===== config.mk =====
export PLATFORM = sky130hd
export DESIGN_NAME = control_sequencer_flat
export DESIGN_NICKNAME = d
export VERILOG_FILES = /design/src/rtl/control_sequencer_if.sv /design/src/rtl/control_sequencer.sv /design/src/flat_wrapper.sv
export SDC_FILE = /design/constraint.sdc
export NUM_CORES = 1
export LEC_CHECK = 0
export BUFFER_PORTS_ARGS = -buffer_cell sky130_fd_sc_hd__buf_4
export CAP_MARGIN = 20
export CORE_MARGIN = 8
export CORE_UTILIZATION = 40
export DETAILED_ROUTE_END_ITERATION = 10
export PLACE_DENSITY_LB_ADDON = 0.1
export SLEW_MARGIN = 0
export SYNTH_ARGS = -nofsm -noshare
export SYNTH_HDL_FRONTEND = slang
export SYNTH_SLANG_ARGS = --single-unit

===== constraint.sdc =====
create_clock -name clk -period 3.4 [get_ports clk]
set_clock_uncertainty 0.05 [all_clocks]
set_input_delay 0.34 -clock clk [delete_from_list [all_inputs] [get_ports clk]]
set_output_delay 0.34 -clock clk [all_outputs]
set_load 0.03 [all_outputs]

===== src/rtl/control_sequencer_if.sv =====
// Signal bundle between the control sequencer and the 16-bit datapath/memory.
// The sequencer side owns every load/select strobe and the memory request lines;
// the datapath side supplies the IR fields, the branch condition, run and mem_ready.
interface control_sequencer_if;
  logic       run;
  logic [3:0] ir_1;
  logic [1:0] ir_3;
  logic       cc;
  logic       mem_ready;

  logic       ldMAR;
  logic       ldIR;
  logic       Tlabel;
  logic       ALUon;
  logic [2:0] fnSelect;
  logic       mm;
  logic       ldFlag;
  logic       ldPC;
  logic       incPC;
  logic       ldReg;
  logic       mem_rd;
  logic       mem_wr;
  logic       halted;
  logic       err;
  logic [3:0] state;

  modport master (
    input  run, ir_1, ir_3, cc, mem_ready,
    output ldMAR, ldIR, Tlabel, ALUon, fnSelect, mm, ldFlag, ldPC, incPC,
           ldReg, mem_rd, mem_wr, halted, err, state
  );

  modport slave (
    output run, ir_1, ir_3, cc, mem_ready,
    input  ldMAR, ldIR, Tlabel, ALUon, fnSelect, mm, ldFlag, ldPC, incPC,
           ldReg, mem_rd, mem_wr, halted, err, state
  );
endinterface


===== src/rtl/control_sequencer.sv =====
// Multi-cycle fetch/decode/execute sequencer for the 16-bit datapath.
// Strobes are decoded from the registered state only (ldPC additionally follows cc in BR).
// Memory states F1/L1/S1 wait on mem_ready with a bounded counter; running out of
// patience traps the machine in ERR until reset. IR[9:8] (ir_3) is routed to the ALU
// by the datapath itself whenever ALUon is high, so the sequencer never inspects it.
// Debug state encoding: IDLE=0 F0=1 F1=2 F2=3 DEC=4 ALU=5 WB=6 BR=7 L0=8 L1=9
// L2=10 S0=11 S1=12 HALT=13 ERR=14.
module control_sequencer #(
  parameter int MEM_TIMEOUT = 15,
  parameter int TW          = 4
) (
  input logic                  clk,
  input logic                  reset,
  control_sequencer_if.master  bus
);

  typedef enum logic [3:0] {
    IDLE = 4'd0,  F0  = 4'd1,  F1   = 4'd2,  F2  = 4'd3,
    DEC  = 4'd4,  ALU = 4'd5,  WB   = 4'd6,  BR  = 4'd7,
    L0   = 4'd8,  L1  = 4'd9,  L2   = 4'd10, S0  = 4'd11,
    S1   = 4'd12, HALT = 4'd13, ERR = 4'd14
  } state_t;

  // The wait counter holds the number of no-ready cycles already spent in the
  // current memory state, so the last tolerated value is MEM_TIMEOUT-1.
  localparam logic [TW-1:0] LAST_WAIT = TW'(MEM_TIMEOUT - 1);

  state_t          state_q, state_d;
  logic [TW-1:0]   waitCnt_q, waitCnt_d;
  logic            waitExpired;

  logic       ldMAR, ldIR, Tlabel, ALUon, mm, ldFlag, ldPC, incPC, ldReg;
  logic       memRd, memWr, halted, err;
  logic [2:0] fnSelect;

  assign waitExpired = (waitCnt_q == LAST_WAIT);

  // State and wait counter registers; reset drops straight back to IDLE.
  always_ff @(posedge clk or negedge reset) begin
    if (!reset) begin
      state_q   <= IDLE;
      waitCnt_q <= '0;
    end else begin
      state_q   <= state_d;
      waitCnt_q <= waitCnt_d;
    end
  end

  // Next-state selection and Moore strobe decode for the current state.
  always_comb begin
    state_d   = state_q;
    waitCnt_d = '0;
    ldMAR     = 1'b0;
    ldIR      = 1'b0;
    Tlabel    = 1'b0;
    ALUon     = 1'b0;
    fnSelect  = 3'b000;
    mm        = 1'b0;
    ldFlag    = 1'b0;
    ldPC      = 1'b0;
    incPC     = 1'b0;
    ldReg     = 1'b0;
    memRd     = 1'b0;
    memWr     = 1'b0;
    halted    = 1'b0;
    err       = 1'b0;
    case (state_q)
      IDLE: if (bus.run) state_d = F0;
      F0: begin
        ldMAR   = 1'b1;
        state_d = F1;
      end
      F1: begin
        memRd = 1'b1;
        if (bus.mem_ready)  state_d = F2;
        else if (waitExpired) state_d = ERR;
        else waitCnt_d = waitCnt_q + 1'b1;
      end
      F2: begin
        ldIR    = 1'b1;
        incPC   = 1'b1;
        state_d = DEC;
      end
      DEC: begin
        case (bus.ir_1)
          4'b0000: state_d = ALU;
          4'b0001, 4'b0010, 4'b0011, 4'b0100, 4'b0101,
          4'b0110, 4'b0111, 4'b1000, 4'b1001: state_d = BR;
          4'b1010: state_d = L0;
          4'b1011: state_d = S0;
          4'b1111: state_d = HALT;
          default: state_d = F0;
        endcase
      end
      ALU: begin
        ALUon   = 1'b1;
        ldFlag  = 1'b1;
        state_d = WB;
      end
      WB: begin
        ALUon   = 1'b1;
        ldReg   = 1'b1;
        state_d = F0;
      end
      BR: begin
        Tlabel  = 1'b1;
        ldPC    = bus.cc;
        state_d = F0;
      end
      L0: begin
        ldMAR   = 1'b1;
        state_d = L1;
      end
      L1: begin
        memRd = 1'b1;
        if (bus.mem_ready)  state_d = L2;
        else if (waitExpired) state_d = ERR;
        else waitCnt_d = waitCnt_q + 1'b1;
      end
      L2: begin
        ldReg   = 1'b1;
        state_d = F0;
      end
      S0: begin
        ldMAR   = 1'b1;
        state_d = S1;
      end
      S1: begin
        mm    = 1'b1;
        memWr = 1'b1;
        if (bus.mem_ready)  state_d = F0;
        else if (waitExpired) state_d = ERR;
        else waitCnt_d = waitCnt_q + 1'b1;
      end
      HALT: halted = 1'b1;
      ERR:  err    = 1'b1;
      default: state_d = IDLE;
    endcase
  end

  assign bus.ldMAR    = ldMAR;
  assign bus.ldIR     = ldIR;
  assign bus.Tlabel   = Tlabel;
  assign bus.ALUon    = ALUon;
  assign bus.fnSelect = fnSelect;
  assign bus.mm       = mm;
  assign bus.ldFlag   = ldFlag;
  assign bus.ldPC     = ldPC;
  assign bus.incPC    = incPC;
  assign bus.ldReg    = ldReg;
  assign bus.mem_rd   = memRd;
  assign bus.mem_wr   = memWr;
  assign bus.halted   = halted;
  assign bus.err      = err;
  assign bus.state    = state_q;

endmodule

===== src/flat_wrapper.sv =====
// flat-port wrapper written by rule: the top's interface ports become plain ports
module control_sequencer_flat 
#(
  parameter int MEM_TIMEOUT = 15,
  parameter int TW          = 4
)
  (clk, reset, bus_run, bus_ir_1, bus_ir_3, bus_cc, bus_mem_ready, bus_ldMAR, bus_ldIR, bus_Tlabel, bus_ALUon, bus_fnSelect, bus_mm, bus_ldFlag, bus_ldPC, bus_incPC, bus_ldReg, bus_mem_rd, bus_mem_wr, bus_halted, bus_err, bus_state);
  control_sequencer_if bus_i ();
  input logic clk;
  input logic reset;
  input wire logic [$bits(bus_i.run)-1:0] bus_run;
  input wire logic [$bits(bus_i.ir_1)-1:0] bus_ir_1;
  input wire logic [$bits(bus_i.ir_3)-1:0] bus_ir_3;
  input wire logic [$bits(bus_i.cc)-1:0] bus_cc;
  input wire logic [$bits(bus_i.mem_ready)-1:0] bus_mem_ready;
  output wire logic [$bits(bus_i.ldMAR)-1:0] bus_ldMAR;
  output wire logic [$bits(bus_i.ldIR)-1:0] bus_ldIR;
  output wire logic [$bits(bus_i.Tlabel)-1:0] bus_Tlabel;
  output wire logic [$bits(bus_i.ALUon)-1:0] bus_ALUon;
  output wire logic [$bits(bus_i.fnSelect)-1:0] bus_fnSelect;
  output wire logic [$bits(bus_i.mm)-1:0] bus_mm;
  output wire logic [$bits(bus_i.ldFlag)-1:0] bus_ldFlag;
  output wire logic [$bits(bus_i.ldPC)-1:0] bus_ldPC;
  output wire logic [$bits(bus_i.incPC)-1:0] bus_incPC;
  output wire logic [$bits(bus_i.ldReg)-1:0] bus_ldReg;
  output wire logic [$bits(bus_i.mem_rd)-1:0] bus_mem_rd;
  output wire logic [$bits(bus_i.mem_wr)-1:0] bus_mem_wr;
  output wire logic [$bits(bus_i.halted)-1:0] bus_halted;
  output wire logic [$bits(bus_i.err)-1:0] bus_err;
  output wire logic [$bits(bus_i.state)-1:0] bus_state;
  assign bus_i.run = bus_run;
  assign bus_i.ir_1 = bus_ir_1;
  assign bus_i.ir_3 = bus_ir_3;
  assign bus_i.cc = bus_cc;
  assign bus_i.mem_ready = bus_mem_ready;
  assign bus_ldMAR = bus_i.ldMAR;
  assign bus_ldIR = bus_i.ldIR;
  assign bus_Tlabel = bus_i.Tlabel;
  assign bus_ALUon = bus_i.ALUon;
  assign bus_fnSelect = bus_i.fnSelect;
  assign bus_mm = bus_i.mm;
  assign bus_ldFlag = bus_i.ldFlag;
  assign bus_ldPC = bus_i.ldPC;
  assign bus_incPC = bus_i.incPC;
  assign bus_ldReg = bus_i.ldReg;
  assign bus_mem_rd = bus_i.mem_rd;
  assign bus_mem_wr = bus_i.mem_wr;
  assign bus_halted = bus_i.halted;
  assign bus_err = bus_i.err;
  assign bus_state = bus_i.state;
  control_sequencer #(.MEM_TIMEOUT(MEM_TIMEOUT), .TW(TW)) u_core (.clk(clk), .reset(reset), .bus(bus_i));
endmodule

# After elaboration in Yosys (flattened, before gate mapping)

Memories as Yosys holds them, arrays and structs flattened.
Index checks and enable logic that the tools add are counted.

Input bits: 11
Memory bits (read-only): 64
Register bits: 8
Logic and storage cells: 50
Memories kept: 1

Memories:

| name            | words | bits a word | rd ports | clocked after memory_dff | wr ports | RTL line                | RTL |
|---|---|---|---|---|---|---|---|
| (no name shown) | 16    | 4           | 1        | 0                        | 0        | control_sequencer.sv:85 | `case (bus.ir_1)` |

Add/sub/neg operators: 1
Bitwise operators: 1
Mux-type cells: 20
Reductions and logical operators: 9
Equal/unequal tests: 16

Operator list:

| operator                                                               | count |
|---|---|
| 4-bit case mux with 12 select lines                                    | 1 |
| 4-bit equality test (second input constant)                            | 8 |
| 4-bit 2-to-1 mux                                                       | 8 |
| 4-bit by 3-bit equality test with 1-bit output (second input constant) | 4 |
| 1-bit 2-to-1 mux                                                       | 11 |
| 3-bit OR reduction                                                     | 3 |
| 4-bit by 2-bit equality test with 1-bit output (second input constant) | 2 |
| 2-bit OR reduction                                                     | 4 |
| 4-bit by 1-bit adder with 4-bit output (second input constant)         | 1 |
| 4-bit by 1-bit equality test with 1-bit output (second input constant) | 1 |
| 4-bit zero test                                                        | 1 |
| 2-bit != test (second input constant)                                  | 1 |
| 2-bit AND reduction                                                    | 1 |
| 1-bit inverter                                                         | 1 |

# Logic depth before layout (Yosys ltp)

Gate-level depths: netlist of the first run.

Depth after elaboration: 4
Gate-level depth with buffers: 6
Depth with buffers taken out: 6

# Worst setup path after synthesis of the first run

No wires, ideal clock.

Kind: register to output
Start point: register u_core.state_q[2] (netlist: u_core.bus.state[2])
End point: output port bus_mm
Data required time: 3.010 ns
Data arrival time: 1.970 ns
Stages on the path, launching flop included: 5
Setup slack: 1.040 ns
Path buffers: 2
Path through: dfrtp_1 -> buf_2 -> nand2_1 -> nor3_1 -> buf_4

Word-level cells in the longest chain between the ends: 2

RTL lines:

| item                   | RTL line                | RTL |
|---|---|---|
| from (decl)            | control_sequencer.sv:28 | `state_t state_q, state_d;` |
| from (signal assigned) | control_sequencer.sv:44 | `state_q <= state_d;` |
| 4-bit equality test    | n/a                     |  |
| 1-bit 2-to-1 mux       | n/a                     |  |
| to (decl)              | flat_wrapper.sv:21      | `output wire logic [$bits(bus_i.mm)-1:0] bus_mm;` |

No other way between the ends.

# Worst setup path after layout of the first run

Start point: register u_core.state_q[2] (netlist: u_core.bus.state[2])
End point: output port bus_mm

Word-level cells in the longest chain between the ends: 2

RTL lines:

| item                | RTL line                | RTL |
|---|---|---|
| 4-bit equality test | control_sequencer.sv:67 | `case (state_q)` |
| 1-bit 2-to-1 mux    | control_sequencer.sv:67 |  |

No other way between the ends.

==> results by group, run 1 <==
STA
  – Headroom to the max-slew limit: 52.2%
  – Final Hold Fails: 0
  – Unrepaired setup endpoints after global routing: false
  – Tcrit/Tclk final: 65.4%
  – Achievable Freq: 450 MHz
  – Setup TNS: 0 ns
  – Fin. max-slew vios: 0
  – Count of final setup violators: 0
  – Minimum clock period: 2.22 ns
  – Worst-Margin Slew: 0.717 ns

CTS
  – Worst-path clk slew: 0.05 ns
  – Worst-skew pair later-pin latency: 0.26 ns
  – Clock root buffer master: clkbuf_4
  – Number of setup buffers added after CTS: 0
  – CTS HTree Levels: 1
  – CTS Buf Count: 3
  – Clk sinks: 8
  – Clk buf depth: 2
  – CTS tree: done

Cells and area
  – # diodes: 0
  – Area grow syn2layout: 22.7%
  – Sequential Area: 200 sq um
  – Share of cells above drive strength 1: 30.3%
  – Area occupied by multi-input gates: 479 sq um
  – Utilization after layout: 50.1%
  – Fillers: 204
  – Final instance area: 952 sq um
  – Post-layout nets: 134

Route
  – Drt first pass iters: 5
  – Total Routed Length: 1920 um
  – DRT antenna net count: 0
  – Drt first-iter violations: 18
  – Via count: 755
  – DR vias/cell: 5.17
  – Routed len/inst: 13.2 um
  – Final routed DRC violation total: 0

Yosys
  – Yosys warning total: 0
  – Distinct cells, synth: 35
  – Ys async rst share: 100%
  – Leading area contributor after synthesis: dfrtp_1
  – Synthesized instance count: 101
  – Count leader, synth: nor2_1
  – Mean Syn Cell Area: 7.68 sq um
  – Top cells by area, synth: dfrtp_1 (26%), nor2_1 (7.7%), buf_4 (5.8%)
  – Ys flop type: dfrtp_1
  – Post-synth EDFFs: 0
  – Register area share after synthesis: 25.8%
  – #FFs+latches synth: 8
  – Synth top area share: 25.8%
  – Most frequent cells after synthesis: nor2_1 (16), a21oi_1 (8), dfrtp_1 (8)
  – Mapped cell area: 776 sq um

Die
  – Cell Rows: 16
  – Die height: 60.0 um
  – Core area: 1900 sq um
  – Top Ports: 31
  – Initial cell density of the core: 40.8%
  – Die Wd: 60.0 um
  – Die area: 3600 sq um

Global route
  – Gr ovfl total: 0
  – First-pass GRT wire length: 3070 um
  – Vias in the first global route: 675
  – GRT Total Usage: 11.0%
  – Largest net degree at the start of global routing: 21
  – Antenna violations before repair: 0

Setup path
  – Crit Path Category: flop to output pin
  – Setup crit end kind: output pin
  – Worst setup SP type: flop
  – WP data required: 3.01 ns
  – Worst EP arrival: 1.83 ns
  – Crit-path max FO: 20

Worst hold path
  – Worst hold path class: input port to flop

Placed design
  – Hpwl dp: 1450 um
  – Port buffer count: 25
  – GPL Wtd Cong: 0.787
  – Placed Area: 920 sq um

Outcome
  – Outcome: finished, final reports clean

Pwr
  – Pwr dens: 909 nW/um^2
  – Peak supply drop: 0.457 mV
  – Pleak: 0.438 nW

Run
  – Max-cap viol count: 0
what timing repair did:
item | 4_1_cts | 5_1_grt
hold buffers | 1 | 0
endpoints found under the hold margin | 8 | 0
resized for setup | 0 | 0
cells in the final DEF, fill, tap and decap left out, types with 2 or more instances in the layout:
| master | count |
|---|---|
| buf_4 | 25 |
| clkbuf_4 | 3 |
| nor3_1 | 4 |
| nand3_1 | 4 |
| nand2_1 | 7 |
| o211ai_1 | 2 |
| a21oi_1 | 8 |
| a211oi_1 | 2 |
| a31oi_1 | 2 |
| xor2_1 | 4 |
| nor4_1 | 3 |
| o22ai_1 | 3 |
| dfrtp_1 | 8 |
| nor2_1 | 16 |
| conb_1 | 3 |
| nand2b_4 | 3 |
| inv_1 | 3 |
| inv_2 | 2 |
| ha_1 | 2 |
path summary, 6_finish.rpt:
kind                                      from                  end  slack [ns]  cells past startpoint
min in group asynchronous                reset  u_core.waitCnt_q[2]        0.38                      2
max in group asynchronous                reset  u_core.bus.state[3]        2.79                      2
min reg2reg                u_core.waitCnt_q[0]  u_core.waitCnt_q[0]        0.44                      1
max                        u_core.bus.state[2]               bus_mm        1.18                      3
min                              bus_mem_ready  u_core.bus.state[3]        0.32                      2
max reg2reg                u_core.bus.state[1]  u_core.bus.state[0]        1.62                      4
flip-flops by register name (all words and copies together) (netlist names):
signal            cells
u_core.bus.state      4
u_core.waitCnt_q      4
metal layers:
layer / GRT usage (%) / up-vias / wire (um)
li1: - / 390 / -
met1: 13.8 / 340 / 815
met2: 16.5 / 21 / 950
met3: 4.95 / 4 / 137
met4: 3.06 / 0 / 19
met5: 0 / - / 0
area by class of cell:
class                           instances  area share, %
Clock buffer                            3           2.37
Multi-Input combinational cell         77           50.3
Tap cell                               27           3.55
Sequential cell                         8           21.0
Timing Repair Buffer                   26           20.8
Inverter                                5           1.97
report_power, final:
group,switching [mW],internal [mW],total (mW)
logic,0.310,0.230,0.540
registers,0.132,0.121,0.253
clock network,0.0317,0.0403,0.0720
per-stage QoR:
| step | hold WS (ns) | setup WS, ns | std cells | power [mW] |
|---|---|---|---|---|
| floorplan | -0.00559 | 1.04 | 103 | 0.667 |
| global placement | 0.111 | 1.46 | 142 | 0.798 |
| detailed placement | 0.113 | 1.45 | 142 | 0.798 |
| CTS | 0.309 | 1.17 | 146 | 0.874 |
| global route | 0.327 | 1.02 | 146 | 0.937 |
| finish | 0.317 | 1.18 | 146 | 0.866 |
cell families after synthesis:
group	synth area share, %
AO/OA/AOI/OAI	22.3
XOR/XNOR	5.64
adder cells (fa/ha/maj)	3.23
buffers and inverters	13.4
flip-flops	25.8
other	0.483
AND/OR/NAND/NOR	29.2
critical path, cell delays in order (launching register included):
cell     delay [ns]
dfrtp_1        0.80
nand2_1        0.25
nor3_1         0.30
buf_4          0.23
Power figures use the tool's default switching activity.
==> inputs of run 2 (changes only) <==
--- a/config.mk
+++ b/config.mk
@@ -5,6 +5,7 @@
 export SDC_FILE = /design/constraint.sdc
 export NUM_CORES = 1
 export LEC_CHECK = 0
+export ABC_AREA = 1
 export BUFFER_PORTS_ARGS = -buffer_cell sky130_fd_sc_hd__buf_4
 export CAP_MARGIN = 20
 export CORE_MARGIN = 8
==> constraint.sdc (replaced) <==
create_clock -name clk -period 2.15 [get_ports clk]
set_clock_uncertainty 0.05 [all_clocks]
set_input_delay 0.215 -clock clk [delete_from_list [all_inputs] [get_ports clk]]
set_output_delay 0.215 -clock clk [all_outputs]
set_load 0.03 [all_outputs]
==> run 2 against run 1 <==
Against the previous run: combinational power increased by 32%; largest cell class unchanged; largest power group unchanged; critical endpoint is now bus_ldMAR; worst hold slack got worse by 0.11 ns; clock power increased by 58%.
==> results by group, run 2 <==
Route
  – Drt first pass iters: 4
  – Final routed DRC violation total: 0
  – Via count: 802
  – Total Routed Length: 1890 um
  – DR vias/cell: 4.77
  – Routed len/inst: 11.2 um
  – DRT antenna net count: 0
  – Drt first-iter violations: 15

CTS
  – CTS tree: done
  – Worst-skew pair later-pin latency: 0.25 ns
  – Number of setup buffers added after CTS: 0
  – Clock root buffer master: clkbuf_4
  – CTS Buf Count: 3
  – Clk buf depth: 2
  – Clk sinks: 8
  – CTS HTree Levels: 1
  – Worst-path clk slew: 0.06 ns

Yosys
  – Register area share after synthesis: 27.0%
  – Synth Area in XOR/XNOR: 2.36%
  – Count leader, synth: nand2_1
  – Post-Synth Simple-Gate Area: 41.4%
  – Top cells by area, synth: dfrtp_1 (27%), nand2_1 (14%), nor2_1 (9.1%)
  – Synth top area share: 27.0%
  – Ys flop type: dfrtp_1
  – #FFs+latches synth: 8
  – Mean Syn Cell Area: 6.22 sq um
  – Post-synth EDFFs: 0
  – Yosys warning total: 0
  – Mapped cell area: 741 sq um
  – Post-synthesis mux area share: 0%
  – Ys async rst share: 100%
  – Synth Area in Compound Gates: 8.11%
  – Distinct cells, synth: 25
  – Leading area contributor after synthesis: dfrtp_1
  – Synthesized instance count: 119
  – Largest family of logic cells by synthesized area: simple AND/OR/NAND/NOR gates
  – Most frequent cells after synthesis: nand2_1 (28), nor2_1 (18), inv_1 (15)
  – Area share of fa/ha/maj cells after synthesis: 3.38%

Setup path
  – Most frequent CP cell: inv_1
  – R2r worst-path depth: 7
  – Critical-path top delay cell: dfrtp_1
  – Crit-path max FO: 9
  – WP data required: 1.88 ns
  – Worst EP arrival: 1.50 ns
  – FF-to-FF End: u_core.waitCnt_q[1]
  – Worst reg2reg path startpoint: u_core.bus.state[3]
  – R2r setup slk: 0.68 ns
  – Crit Path Category: flop to output pin
  – Setup crit end kind: output pin
  – Crit-path cells: inv_1 -> nor2_2 -> inv_1 -> o21ai_0 -> buf_4
  – Worst setup SP type: flop
  – Max incr delay on CP: 0.53 ns

Die
  – Initial cell density of the core: 42.9%
  – Die height: 59.0 um
  – Cell Rows: 15
  – Core area: 1730 sq um
  – Die area: 3480 sq um
  – Die Wd: 59.0 um
  – Top Ports: 31

Global route
  – Largest net degree at the start of global routing: 10
  – Vias in the first global route: 797
  – First-pass GRT wire length: 3340 um
  – Antenna violations before repair: 0
  – Gr ovfl total: 0
  – GRT Total Usage: 12.0%

Pwr
  – Pwr dens: 1160 nW/um^2
  – Total power: 1.10 mW
  – Peak supply drop: 0.557 mV
  – Pleak: 0.563 nW

Cells and area
  – Sequential Area: 200 sq um
  – Post-layout nets: 158
  – # diodes: 0
  – Most common cell after layout, fill and taps aside: nand2_1
  – Share of cells above drive strength 1: 26.6%
  – Area grow syn2layout: 27.4%
  – Area occupied by multi-input gates: 420 sq um
  – Commonest cells after routing, fill and taps aside: nand2_1 (28), buf_4 (25), nor2_1 (18), inv_1 (15), nand3_1 (11)
  – Fillers: 193

STA
  – Minimum clock period: 1.76 ns
  – Achievable Freq: 567 MHz
  – Fin. max-slew vios: 0
  – Count of final setup violators: 0
  – Unrepaired setup endpoints after global routing: false
  – Final Hold Fails: 0
  – Setup TNS: 0 ns
  – Tcrit/Tclk final: 82.1%
  – Worst hold slack: 0.204 ns

Placed design
  – Port buffer count: 25
  – GPL Wtd Cong: 0.803
  – Hpwl dp: 1570 um

Outcome
  – Outcome: finished, final reports clean

Worst hold path
  – Worst hold path class: input port to flop
  – Hold_sp: bus_run
  – Hold path depth: 5
  – Hold worst-path end: u_core.bus.state[0]

Run
  – Max-cap viol count: 0
==> run 2: cell types whose count changed in the layout (fill, tap and decap cells not counted), sizes merged, moves of 3 or more <==
cell	change
inv	+13
nor2	+5
nor4	-3
nand2	+24
nand2b	-3
nand3	+8
==> run 2: critical path: cells and delay by family (launching register included) <==
| family | cells | cell delay, ns |
|---|---|---|
| AND/OR/NAND/NOR | 1 | 0.16 |
| buffers and inverters | 3 | 0.39 |
| flip-flops | 1 | 0.53 |
| AO/OA/AOI/OAI | 1 | 0.16 |
==> run 2: where the power goes <==
part	switching [mW]	total [mW]	leakage, nW	internal (mW)
clock	0.0500	0.114	0.0138	0.0638
combinational	0.468	0.711	0.443	0.242
sequential	0.0829	0.273	0.107	0.190
==> run 2: per-stage QoR <==
stage               setup slack, ns  utilization (%)  cells  area (sq um)
CTS                           0.390             54.6    168           943
global placement              0.687             52.8    164           911
detailed placement            0.676             52.8    164           911
global route                  0.318             54.6    168           943
floorplan                    0.0792                -    121           748
finish                        0.386             54.6    168           943
==> run 2: logic make-up (layout without fill, tap and decap cells) <==
family,Yosys count,after routing
AOI/OAI and AO/OA,11,11
xor gates and xnor gates,2,2
adders and majority gates,2,2
buffers and inverters,26,48
DFF,8,8
other,1,3
and+or+nand+nor,69,69
==> run 2: cell type report <==
type | instances | share of cell area (%)
inverter | 19 | 7.56
timing repair buffer | 26 | 21.0
tap | 25 | 3.32
sequential | 8 | 21.2
clock buffer | 3 | 2.39
multi-input combinational | 87 | 44.6
==> run 2: layer usage <==
| metal | global-route usage (%) | vias to the layer above | routed length [um] |
|---|---|---|---|
| li1 | - | 409 | - |
| met5 | 0 | - | 0 |
| met4 | 6.14 | 0 | 14 |
| met3 | 3.04 | 2 | 153 |
| met1 | 14.3 | 357 | 844 |
| met2 | 19.2 | 34 | 874 |
==> run 2: how the worst max path moves through the flow <==
stage | start | end | slack, ns | cells past startpoint
final | u_core.bus.state[3] | bus_ldMAR | 0.39 | 5
after global routing | u_core.bus.state[3] | bus_ldMAR | 0.32 | 5
after CTS | u_core.bus.state[3] | bus_ldMAR | 0.39 | 5
after detailed placement | u_core.bus.state[3] | bus_ldMAR | 0.68 | 5
after global placement | u_core.bus.state[3] | bus_ldMAR | 0.69 | 5
after floorplan | u_core.bus.state[1] | bus_ldIR | 0.08 | 3
==> run 2: repair_timing <==
| item | 4_1_cts | 5_1_grt |
|---|---|---|
| gates resized for setup | 0 | 0 |
| hold endpoints to repair | 8 | 0 |
| hold buffers | 1 | 0 |
